### src/rtl/calc_pkg.sv
// calc_pkg
//   Shared definitions for the calculator execution core. It holds the opcode
//   encodings, the sequencer state enum and the helpers that derive the
//   instruction and immediate widths from the register count.
package calc_pkg;

  localparam logic [1:0] OP_PUSH = 2'b00;
  localparam logic [1:0] OP_ADD  = 2'b01;
  localparam logic [1:0] OP_MULT = 2'b10;
  localparam logic [1:0] OP_SEND = 2'b11;

  typedef enum logic {
    IDLE = 1'b0,
    MUL  = 1'b1
  } calc_state_e;

  // Register index width. It is clamped to one bit so that a degenerate NREG
  // still gives legal vector widths.
  function automatic int ridx_w(input int nreg);
    return (nreg > 1) ? $clog2(nreg) : 1;
  endfunction

  // Instruction layout is {op[1:0], ra, rb, rc}.
  function automatic int inst_w(input int nreg);
    return 2 + 3 * ridx_w(nreg);
  endfunction

  // A PUSH immediate is the concatenation {rb, rc}.
  function automatic int imm_w(input int nreg);
    return 2 * ridx_w(nreg);
  endfunction

endpackage

### src/rtl/calc_if.sv
// calc_if
//   Groups the instruction handshake, the transmit handshake and the status
//   signals of calc_exec_core.
//   master: the instruction source and transmitter side. It drives inst,
//           inst_vld and tx_rdy.
//   slave : the execution core. It drives inst_rdy, tx_data, tx_vld,
//           exec_pulse, exec_inst, ovf and busy.
interface calc_if
  import calc_pkg::*;
#(
  parameter int DATA_W = 8,
  parameter int NREG   = 4
);

  localparam int INST_W = inst_w(NREG);

  logic [INST_W-1:0] inst;
  logic              inst_vld;
  logic              inst_rdy;
  logic [DATA_W-1:0] tx_data;
  logic              tx_vld;
  logic              tx_rdy;
  logic              exec_pulse;
  logic [INST_W-1:0] exec_inst;
  logic              ovf;
  logic              busy;

  modport master (
    output inst, inst_vld, tx_rdy,
    input  inst_rdy, tx_data, tx_vld, exec_pulse, exec_inst, ovf, busy
  );

  modport slave (
    input  inst, inst_vld, tx_rdy,
    output inst_rdy, tx_data, tx_vld, exec_pulse, exec_inst, ovf, busy
  );

endinterface

### src/rtl/calc_send_fifo.sv
// calc_send_fifo
//   Synchronous FIFO that holds the SEND results waiting for the transmitter.
//   Ports:
//     clk, rst_n     clock, synchronous active-low reset
//     push_i, data_i write an entry (ignored while full)
//     pop_i          remove the head entry (ignored while empty)
//     data_o         current head entry
//     full_o         no free entry left
//     empty_o        no entry held
//   A push and a pop in the same cycle leave the count unchanged.
module calc_send_fifo #(
  parameter int DATA_W = 8,
  parameter int DEPTH  = 4
) (
  input  logic              clk,
  input  logic              rst_n,
  input  logic              push_i,
  input  logic [DATA_W-1:0] data_i,
  input  logic              pop_i,
  output logic [DATA_W-1:0] data_o,
  output logic              full_o,
  output logic              empty_o
);

  localparam int AW = $clog2(DEPTH);
  localparam logic [AW:0] FULL_CNT = (AW+1)'(DEPTH);

  logic [DATA_W-1:0] mem_q [DEPTH];
  logic [AW-1:0]     wrPtr_q, wrPtr_d;
  logic [AW-1:0]     rdPtr_q, rdPtr_d;
  logic [AW:0]       count_q, count_d;
  logic              doPush;
  logic              doPop;

  assign full_o  = (count_q == FULL_CNT);
  assign empty_o = (count_q == '0);
  assign doPush  = push_i && !full_o;
  assign doPop   = pop_i && !empty_o;
  assign data_o  = mem_q[rdPtr_q];

  // The pointers wrap naturally because DEPTH is a power of two.
  always_comb begin
    wrPtr_d = wrPtr_q;
    rdPtr_d = rdPtr_q;
    count_d = count_q;
    if (doPush) wrPtr_d = wrPtr_q + AW'(1);
    if (doPop)  rdPtr_d = rdPtr_q + AW'(1);
    case ({doPush, doPop})
      2'b10:   count_d = count_q + (AW+1)'(1);
      2'b01:   count_d = count_q - (AW+1)'(1);
      default: count_d = count_q;
    endcase
  end

  // Storage is cleared on reset so that the head reads as zero while empty.
  always_ff @(posedge clk) begin
    if (!rst_n) begin
      for (int i = 0; i < DEPTH; i++) mem_q[i] <= '0;
      wrPtr_q <= '0;
      rdPtr_q <= '0;
      count_q <= '0;
    end else begin
      if (doPush) mem_q[wrPtr_q] <= data_i;
      wrPtr_q <= wrPtr_d;
      rdPtr_q <= rdPtr_d;
      count_q <= count_d;
    end
  end

endmodule

### src/rtl/calc_exec_core.sv
// calc_exec_core
//   Execution core of the switch/UART calculator. It takes {op, ra, rb, rc}
//   instructions over a valid/ready handshake and runs them against an
//   NREG x DATA_W register file. SEND results are queued for the UART
//   transmitter.
//   Ports:
//     clk, rst_n  clock, synchronous active-low reset
//     bus         calc_if slave: inst/inst_vld/inst_rdy, tx_data/tx_vld/tx_rdy,
//                 exec_pulse/exec_inst retire report, sticky ovf, busy
//   Build option CALC_SAT_EN: when it is defined, ADD and MULT clamp to all
//   ones on overflow. Otherwise they wrap. ovf is set in both builds.
module calc_exec_core
  import calc_pkg::*;
#(
  parameter int DATA_W     = 8,
  parameter int NREG       = 4,
  parameter int SEND_DEPTH = 4
) (
  input logic   clk,
  input logic   rst_n,
  calc_if.slave bus
);

  localparam int RIDX_W = ridx_w(NREG);
  localparam int INST_W = inst_w(NREG);
  localparam int IMM_W  = imm_w(NREG);
  localparam int CNT_W  = $clog2(DATA_W);
  localparam logic [CNT_W-1:0] LAST_ITER = CNT_W'(DATA_W - 1);

  logic [1:0]          op;
  logic [RIDX_W-1:0]   ra, rb, rc;
  logic                accept;

  calc_state_e         state_q, state_d;
  logic [DATA_W-1:0]   regs_q [NREG];
  logic [DATA_W-1:0]   regs_d [NREG];
  logic                ovf_q, ovf_d;
  logic [2*DATA_W-1:0] mcand_q, mcand_d;
  logic [DATA_W-1:0]   mplier_q, mplier_d;
  logic [2*DATA_W-1:0] prod_q, prod_d;
  logic [CNT_W-1:0]    cnt_q, cnt_d;
  logic [RIDX_W-1:0]   mulRc_q, mulRc_d;
  logic [INST_W-1:0]   mulInst_q, mulInst_d;
  logic                execPulse_q, execPulse_d;
  logic [INST_W-1:0]   execInst_q, execInst_d;

  logic [DATA_W-1:0]   opA, opB;
  logic [DATA_W-1:0]   pushVal, addRes, mulRes;
  logic [DATA_W:0]     addSum;
  logic [2*DATA_W-1:0] prodNext;
  logic                addOvf, mulOvf;

  logic                fifoFull, fifoEmpty, fifoPush, fifoPop;
  logic [DATA_W-1:0]   fifoData;

  assign {op, ra, rb, rc} = bus.inst;
  assign accept = bus.inst_vld && bus.inst_rdy;

  assign opA = regs_q[ra];
  assign opB = regs_q[rb];

  // PUSH shifts the {rb, rc} immediate in at the LSB end. The top bits fall
  // off without touching ovf.
  assign pushVal = (opA << IMM_W) | DATA_W'({rb, rc});

  assign addSum   = {1'b0, opA} + {1'b0, opB};
  assign addOvf   = addSum[DATA_W];

  // One shift-add step. The multiplicand moves left while the multiplier
  // moves right, so bit 0 always selects the current partial product.
  assign prodNext = prod_q + (mplier_q[0] ? mcand_q : '0);
  assign mulOvf   = |prodNext[2*DATA_W-1:DATA_W];

`ifdef CALC_SAT_EN
  assign addRes = addOvf ? '1 : addSum[DATA_W-1:0];
  assign mulRes = mulOvf ? '1 : prodNext[DATA_W-1:0];
`else
  assign addRes = addSum[DATA_W-1:0];
  assign mulRes = prodNext[DATA_W-1:0];
`endif

  // Single-cycle ops write at the edge that accepts them. MULT latches its
  // operands and target and then iterates in MUL. The register file is only
  // written on the final iteration.
  always_comb begin
    state_d     = state_q;
    regs_d      = regs_q;
    ovf_d       = ovf_q;
    mcand_d     = mcand_q;
    mplier_d    = mplier_q;
    prod_d      = prod_q;
    cnt_d       = cnt_q;
    mulRc_d     = mulRc_q;
    mulInst_d   = mulInst_q;
    execPulse_d = 1'b0;
    execInst_d  = execInst_q;

    case (state_q)
      IDLE: begin
        if (accept) begin
          case (op)
            OP_PUSH: regs_d[ra] = pushVal;
            OP_ADD: begin
              regs_d[rc] = addRes;
              if (addOvf) ovf_d = 1'b1;
            end
            OP_MULT: begin
              mcand_d   = {{DATA_W{1'b0}}, opA};
              mplier_d  = opB;
              prod_d    = '0;
              cnt_d     = '0;
              mulRc_d   = rc;
              mulInst_d = bus.inst;
              state_d   = MUL;
            end
            default: ;
          endcase
          if (op != OP_MULT) begin
            execPulse_d = 1'b1;
            execInst_d  = bus.inst;
          end
        end
      end
      MUL: begin
        prod_d   = prodNext;
        mcand_d  = mcand_q << 1;
        mplier_d = mplier_q >> 1;
        cnt_d    = cnt_q + CNT_W'(1);
        if (cnt_q == LAST_ITER) begin
          regs_d[mulRc_q] = mulRes;
          if (mulOvf) ovf_d = 1'b1;
          execPulse_d = 1'b1;
          execInst_d  = mulInst_q;
          state_d     = IDLE;
        end
      end
      default: state_d = IDLE;
    endcase
  end

  always_ff @(posedge clk) begin
    if (!rst_n) begin
      state_q <= IDLE;
      for (int i = 0; i < NREG; i++) regs_q[i] <= '0;
      ovf_q       <= 1'b0;
      mcand_q     <= '0;
      mplier_q    <= '0;
      prod_q      <= '0;
      cnt_q       <= '0;
      mulRc_q     <= '0;
      mulInst_q   <= '0;
      execPulse_q <= 1'b0;
      execInst_q  <= '0;
    end else begin
      state_q     <= state_d;
      regs_q      <= regs_d;
      ovf_q       <= ovf_d;
      mcand_q     <= mcand_d;
      mplier_q    <= mplier_d;
      prod_q      <= prod_d;
      cnt_q       <= cnt_d;
      mulRc_q     <= mulRc_d;
      mulInst_q   <= mulInst_d;
      execPulse_q <= execPulse_d;
      execInst_q  <= execInst_d;
    end
  end

  // A full queue stalls every opcode, so a SEND can never be accepted
  // without a free entry.
  assign fifoPush = accept && (op == OP_SEND);
  assign fifoPop  = !fifoEmpty && bus.tx_rdy;

  calc_send_fifo #(
    .DATA_W (DATA_W),
    .DEPTH  (SEND_DEPTH)
  ) u_send_fifo (
    .clk     (clk),
    .rst_n   (rst_n),
    .push_i  (fifoPush),
    .data_i  (opA),
    .pop_i   (fifoPop),
    .data_o  (fifoData),
    .full_o  (fifoFull),
    .empty_o (fifoEmpty)
  );

  assign bus.inst_rdy   = (state_q == IDLE) && !fifoFull;
  assign bus.busy       = (state_q == MUL);
  assign bus.tx_vld     = !fifoEmpty;
  assign bus.tx_data    = fifoData;
  assign bus.exec_pulse = execPulse_q;
  assign bus.exec_inst  = execInst_q;
  assign bus.ovf        = ovf_q;

endmodule

### src/flat_wrapper.sv
// flat-port wrapper written by rule: the top's interface ports become plain ports
module calc_exec_core_flat import calc_pkg::*;
#(
  parameter int DATA_W     = 8,
  parameter int NREG       = 4,
  parameter int SEND_DEPTH = 4
)
  (clk, rst_n, bus_inst, bus_inst_vld, bus_tx_rdy, bus_inst_rdy, bus_tx_data, bus_tx_vld, bus_exec_pulse, bus_exec_inst, bus_ovf, bus_busy);
  calc_if #(.DATA_W(DATA_W), .NREG(NREG)) bus_i ();
  input logic clk;
  input logic rst_n;
  input wire logic [$bits(bus_i.inst)-1:0] bus_inst;
  input wire logic [$bits(bus_i.inst_vld)-1:0] bus_inst_vld;
  input wire logic [$bits(bus_i.tx_rdy)-1:0] bus_tx_rdy;
  output wire logic [$bits(bus_i.inst_rdy)-1:0] bus_inst_rdy;
  output wire logic [$bits(bus_i.tx_data)-1:0] bus_tx_data;
  output wire logic [$bits(bus_i.tx_vld)-1:0] bus_tx_vld;
  output wire logic [$bits(bus_i.exec_pulse)-1:0] bus_exec_pulse;
  output wire logic [$bits(bus_i.exec_inst)-1:0] bus_exec_inst;
  output wire logic [$bits(bus_i.ovf)-1:0] bus_ovf;
  output wire logic [$bits(bus_i.busy)-1:0] bus_busy;
  assign bus_i.inst = bus_inst;
  assign bus_i.inst_vld = bus_inst_vld;
  assign bus_i.tx_rdy = bus_tx_rdy;
  assign bus_inst_rdy = bus_i.inst_rdy;
  assign bus_tx_data = bus_i.tx_data;
  assign bus_tx_vld = bus_i.tx_vld;
  assign bus_exec_pulse = bus_i.exec_pulse;
  assign bus_exec_inst = bus_i.exec_inst;
  assign bus_ovf = bus_i.ovf;
  assign bus_busy = bus_i.busy;
  calc_exec_core #(.DATA_W(DATA_W), .NREG(NREG), .SEND_DEPTH(SEND_DEPTH)) u_core (.clk(clk), .rst_n(rst_n), .bus(bus_i));
endmodule
### config.mk
export PLATFORM = sky130hd
export DESIGN_NAME = calc_exec_core_flat
export DESIGN_NICKNAME = d
export VERILOG_FILES = /design/src/rtl/calc_pkg.sv /design/src/rtl/calc_if.sv /design/src/rtl/calc_send_fifo.sv /design/src/rtl/calc_exec_core.sv /design/src/flat_wrapper.sv
export SDC_FILE = /design/constraint.sdc
export NUM_CORES = 1
export LEC_CHECK = 0
export ABC_AREA = 1
export BUFFER_PORTS_ARGS = -buffer_cell sky130_fd_sc_hd__buf_2
export CORE_ASPECT_RATIO = 0.75
export CORE_MARGIN = 8
export CORE_UTILIZATION = 40
export DETAILED_ROUTE_END_ITERATION = 10
export MAX_ROUTING_LAYER = met4
export SLEW_MARGIN = 0
export SYNTH_ARGS = -nofsm -noshare
export SYNTH_HDL_FRONTEND = slang
export SYNTH_SLANG_ARGS = --single-unit
### constraint.sdc
create_clock -name clk -period 5.3 [get_ports clk]
set_clock_uncertainty 0.2 [all_clocks]
set_input_delay 1.06 -clock clk [delete_from_list [all_inputs] [get_ports clk]]
set_output_delay 1.06 -clock clk [all_outputs]
set_load 0.01 [all_outputs]
==> flow_summary.yaml, run 1 <==
sta:
  max_freq_mhz: 274.1
  fin_tns_setup_ps: 0
  slew_viol_final: 0
  worst_slack_ps: 1652
  fin_crit_sh_pct: 68.83
  hold_viol: 0
  rsz0062_at_grt: "false"
  worstMarginPinSlew_ps: 764.4
  setup_viol: 0
  relSlewSlack_pct: 48.85
  timing.final.crit_period_ps: 3648
outcome:
  status: "complete, no violations"
grt:
  grt-ovfl-total: 0
  grt_max_degree: 63
  grt_pass1_vias: 6611
  grt_pass1_wl_um: 37500
  grt.total_usage_pct: 20.41
  antenna_found_initial: 0
power:
  p_per_area_mw_per_mm2: 334.8
  swShare_pct: 30.50
  ir_drop_mv: 0.2156
  p_int_mw: 2.062
  leakage_nw: 3.961
  p_switching_uw: 905.1
  combPwrFrac_pct: 17.7
  clkPwrFrac_pct: 42.1
  pwr-share-seq_pct: 40.1
min_path:
  hold_path_class: "reg -> reg"
yosys:
  synth_most_common_cell: "nand2_1"
  netlist_top_cells_count: "255 x nand2_1, 143 x inv_1, 134 x a21oi_1"
  synthesis.nets: 1162
  ys_async_sr_fraction_pct: 0
  synth_area_leaders: "dfxtp_1 26%, edfxtp_1 12%, nand2_1 12%, a21oi_1 8.5%, inv_1 6.8%"
  yosys_register_bits: 135
  yosys_warnings: 0
  syn_inst: 1121
  synth_cell_types: 51
  syn_area_mm2: 0.007891
  synth_edf_count: 32
  avgSynthCellArea_um2: 7.040
  synth_top_cell_area_share_pct: 26.13
  ys_seq_area_share_pct: 38.31
  ys.flop_type: "dfxtp_1"
  yosysTopAreaCell: "dfxtp_1"
clock_tree:
  cts_buffer_depth: 2
  htree_num_levels: 4
  cts_hold_buf: 0
  cts_tree: "built"
  post-cts-setup-buffer-count: 0
  clock_latency_ps: 420
  cts.clk_slew.worst_paths_ps: 60
  numCtsBuffers: 17
  post_cts_resized: 0
  clock_sinks: 135
  root_buffer: "clkbuf_16"
flow_run:
  maxCapViolations: 0
layout:
  area_growth_pct: 12.30
  fin_nets: 1184
  n_antenna_cell: 0
  drive_above_1_share_pct: 10.90
setup_path:
  path_class: "in -> reg"
  cp-start-kind: "input pin"
  crit_required_ps: 5470
  worstPathMaxFanout: 6
  arrival_ps: 3810
  cp-end-kind: "flop"
die:
  rows: 44
  io_pins: 33
  initial_utilization_pct: 40.84
  die_area_mm2: 0.02453
  core_area_mm2: 0.01932
  die_width_um: 178.2
  die_y_um: 137.6
placed_design:
  place_ws_ps: 1296
  numPortBuffers: 32
  gp_congestion: 0.9371
  dp_hpwl_um: 17730
routing:
  first_iter_violations: 912
  ant_nets: 0
  num_vias: 7477
  wl_per_cell_um: 17.09
  routed_via_density: 5.307
  drtPass1Iterations: 5
  remaining_drc_errors: 0
  routed_wl_um: 24080
==> cell families (layout without fill, tap and decap cells) <==
logic type      after synthesis  count (layout)  synth area share, %
flops                       135             135                38.31
buf+inv                     196             231                9.941
compound gates              308             308                21.75
xor+xnor                      8               8               0.8878
simple gates                445             445                24.23
fa+ha+maj                    29              29                4.883
==> metrics by stage <==
| step | cell area, µm² | utilization (%) | power [mW] | cells | hold WS, ps |
|---|---|---|---|---|---|
| 5_1_grt | 8862 | 45.86 | 3.098 | 1409 | 274.4 |
| 3_3_place_gp | 8239 | 42.64 | 1.732 | 1377 | 241.1 |
| 6_report | 8862 | 45.86 | 2.967 | 1409 | 259.8 |
| 2_1_floorplan | 7891 | - | 1.550 | 1121 | 222.3 |
| 3_5_place_dp | 8239 | 42.64 | 1.731 | 1377 | 245.9 |
| 4_1_cts | 8862 | 45.86 | 2.978 | 1409 | 263.5 |
==> per-layer routing <==
| layer | track usage, % | vias up | routed length [µm] |
|---|---|---|---|
| met1 | 29.35 | 3390 | 11740 |
| met3 | 5.040 | 36 | 2303 |
| met2 | 27.54 | 297 | 9623 |
| met4 | 5.863 | 0 | 414 |
| met5 | - | - | 0 |
| li1 | - | 3754 | - |
==> state kept, by name, summed over array words and instances (netlist names), 2 cells and up, named ones only <==
name	cells
u_core.u_send_fifo.rdPtr_q	2
u_core.u_send_fifo.mem_q	32
u_core.cnt_q	3
u_core.u_send_fifo.wrPtr_q	2
u_core.prod_q	16
u_core.mulInst_q	8
u_core.regs_q	32
u_core.u_send_fifo.count_q	3
u_core.mcand_q	16
u_core.bus.exec_inst	8
u_core.mplier_q	8
==> cell type report <==
| cell class | count | area [µm²] |
|---|---|---|
| Clock buffer | 20 | 459.2 |
| Multi-Input combinational cell | 790 | 4084 |
| Clock inverter | 12 | 163.9 |
| Inverter | 160 | 601.8 |
| Fill cell | 1955 | 10460 |
| Sequential cell | 135 | 3024 |
| Tap cell | 253 | 316.6 |
| Timing Repair Buffer | 39 | 212.7 |
==> placed cells by master (no fill, tap or decap), types with 5 or more instances in the layout <==
cell type  count
nand2_1      255
inv_1        143
a21oi_1      134
nor2_1       107
dfxtp_1      102
o21ai_0       98
nand3_1       40
buf_2         32
edfxtp_1      32
ha_1          26
a31oi_1       19
o22ai_1       18
clkbuf_16     18
inv_2         14
nand2_2        9
o21ai_1        9
nor2_2         7
buf_4          7
nor2_4         5
o21a_1         5
o211ai_1       5
==> critical path, cell delays in order <==
cell      delay, ps
buf_2           150
nand2_2         170
inv_1           140
a221oi_1        670
inv_1           100
ha_1            390
nand2_1          70
inv_1            50
a21oi_1          80
o21ai_0         220
xor2_1          410
nand2_1         100
nand3_1          90
nand2_1          50
inv_1            40
==> power groups by stage <==
stage	registers (mW)	clock network, mW	logic, mW
after floorplan	1.18	0	0.370
after global placement	1.21	0	0.520
after detailed placement	1.21	0	0.521
after CTS	1.19	1.26	0.524
after global routing	1.20	1.31	0.587
final	1.19	1.25	0.526
==> final timing paths <==
path	start	end	slack [ps]	cells after the start
min reg2reg	u_core.mulInst_q[6]	u_core.mulInst_q[6]	260	2
max	bus_inst[5]	u_core.regs_q[31]	1650	15
max reg2reg	u_core.bus.busy	u_core.mcand_q[1]	2220	8
min	u_core.mulInst_q[6]	u_core.mulInst_q[6]	260	2
Power figures use the tool's default switching activity.
==> inputs of run 2 (changes only) <==
Clock period 5.3 ns to 3.4 ns, I/O delays scaled along.
==> run 2 against run 1 <==
  * Clock power is 42% higher
  * Combinational power is 72% higher
  * Utilization is 1.1 points higher
  * Cell count is 2.5% higher
  * Hold slack worse by 4.4 ps
  * Non-clock buffer count is 35 higher
  * Via count is 3.2% higher
  * Sequential power is 54% higher
  * Global-route usage is 0.59 points higher
  * Critical path depth is 2 higher
  * Largest cell class unchanged
  * Largest power group is now registers
==> flow_summary.yaml, run 2 (same netlist as run 1, synthesis figures left out) <==
outcome:
  status: "complete, no violations"
sta:
  max_freq_mhz: 338.6
  relSlewSlack_pct: 41.46
  slew_viol_final: 0
  hold_viol: 0
  fin_crit_sh_pct: 86.86
  rsz0062_at_grt: "false"
  worstMarginPinSlew_ps: 874.8
  fin_tns_setup_ps: 0
  worst_slack_ps: 446.7
  timing.final.crit_period_ps: 2953
  timing.hold.ws_ps: 255.5
  setup_viol: 0
setup_path:
  worstPathMaxFanout: 17
  r2r-end: "u_core.bus.ovf"
  cp-end-kind: "flop"
  worst_path_most_repeated_cell: "nand2_1"
  crit_required_ps: 3490
  path_class: "reg -> reg"
  arrival_ps: 3040
  crit_path_top_delay_cell: "dfxtp_1"
  crit_family: "simple AND/OR/NAND/NOR gates"
  critPathLaunch: "u_core.mplier_q[0]"
  cp_cell_sequence: "nand2_1 > inv_1 > ha_1 > fa_1 > nand2_1 > nand3_1 > nand3_1 > nand2_1 > nand2_1 > nand2_1 > nand2_1 > nand2_1 > nand2_1 > nor2_1 > nand2_1 > nand2_1 > a21oi_1"
  path_buf_inv: 1
  worstReg2RegStart: "u_core.mplier_q[0]"
  cp-start-kind: "flop"
  rrSetupSlack_ps: 450
  r2r_cells: 17
  crit_path_max_incr_delay_ps: 810
die:
  die_width_um: 178.2
  initial_utilization_pct: 40.84
  die_area_mm2: 0.02453
  die_y_um: 137.6
  io_pins: 33
  core_area_mm2: 0.01932
  rows: 44
clock_tree:
  htree_num_levels: 4
  numCtsBuffers: 17
  clock_sinks: 135
  cts_hold_buf: 0
  post_cts_resized: 0
  post-cts-setup-buffer-count: 0
  clock_latency_ps: 430
  root_buffer: "clkbuf_16"
  cts.clk_slew.worst_paths_ps: 60
  cts_tree: "built"
  cts_buffer_depth: 2
layout:
  multi_input_area_mm2: 0.004084
  drive_above_1_share_pct: 13.52
  reg_top3: "u_core.regs_q (32), u_core.u_send_fifo.mem_q (32)"
  n_antenna_cell: 0
  register_area_mm2: 0.003024
  fin_nets: 1219
  layout_commonest_cell: "nand2_1"
  area_growth_pct: 15.03
  mostFrequentLayoutCells: "255 x nand2_1, 143 x inv_1, 134 x a21oi_1"
  nFillCells: 2027
routing:
  first_iter_violations: 964
  ant_nets: 0
  drtPass1Iterations: 5
  routed_wl_um: 24360
  routed_via_density: 5.342
  remaining_drc_errors: 0
  num_vias: 7714
  wl_per_cell_um: 16.87
grt:
  grt-ovfl-total: 0
  antenna_found_initial: 0
  grt_pass1_vias: 6960
  grt_max_degree: 63
  grt.total_usage_pct: 21.00
  grt_pass1_wl_um: 39160
min_path:
  hold-path-endpoint: "u_core.bus.ovf"
  hold_path_class: "reg -> reg"
  min-delay-start: "u_core.bus.ovf"
  hold_depth: 2
power:
  p_per_area_mw_per_mm2: 497.5
  ir_drop_mv: 0.2901
  clkPwrFrac_pct: 39.5
  combPwrFrac_pct: 20.1
  swShare_pct: 33.26
  p_switching_mw: 1.502
  pwr-share-seq_pct: 40.4
  leakage_nw: 4.096
  p_int_mw: 3.014
flow_run:
  maxCapViolations: 0
placed_design:
  numPortBuffers: 32
  gp_congestion: 0.9779
  place_ws_ps: 124.0
  dp_hpwl_um: 18000
==> run 2: cell types whose count changed in the layout (fill, tap and decap cells not counted), moves of 2 or more <==
cell        delta
buf_4         +34
bufinv_16      -3
inv_8          +3
clkinvlp_4     +2
==> run 2: per-layer routing <==
layer  track usage (%)  up-vias  part of all wire [%]
li1                  -     3830                     -
met1             31.25     3548                    50
met2             28.07      316                    40
met3             4.766       20                   9.3
met4             4.489        0                  0.87
met5                 -        -                     0
==> run 2: worst min-delay path, stage by stage, from the launching register on <==
cell and delay, ps:
dfxtp_1 310, inv_1 50, a21oi_1 50
==> run 2: cell type report <==
cell class / count / share of cell area (%)
Multi-Input combinational cell: 790 / 44.99
Sequential cell: 135 / 33.31
Inverter: 160 / 6.630
Timing Repair Buffer: 74 / 5.376
Clock buffer: 17 / 4.686
Tap cell: 253 / 3.487
Clock inverter: 15 / 1.516
==> run 2: power by group through the flow <==
| stage | Combinational, mW | Sequential, mW | Clock, mW |
|---|---|---|---|
| floorplan | 0.578 | 1.84 | 0 |
| global placement | 0.896 | 1.86 | 0 |
| detailed placement | 0.897 | 1.86 | 0 |
| CTS | 0.903 | 1.82 | 1.81 |
| global route | 1.01 | 1.84 | 1.88 |
| finish | 0.906 | 1.83 | 1.78 |
==> run 2: worst max-delay path by stage <==
stage | to | slack (ps) | cells after the start
after CTS | u_core.regs_q[14] | 460 | 15
after floorplan | u_core.regs_q[6] | 410 | 19
after global placement | u_core.regs_q[14] | 210 | 22
after global routing | u_core.bus.ovf | 200 | 17
after detailed placement | u_core.regs_q[14] | 120 | 22
final | u_core.bus.ovf | 450 | 17
==> run 2: stage by stage <==
step	utilization, %	area (µm²)	cells	total power, mW
2_1_floorplan	-	7891	1121	2.416
3_3_place_gp	44.06	8514	1412	2.754
3_5_place_dp	44.06	8514	1412	2.755
4_1_cts	46.98	9077	1444	4.533
5_1_grt	46.98	9077	1444	4.729
6_report	46.98	9077	1444	4.516
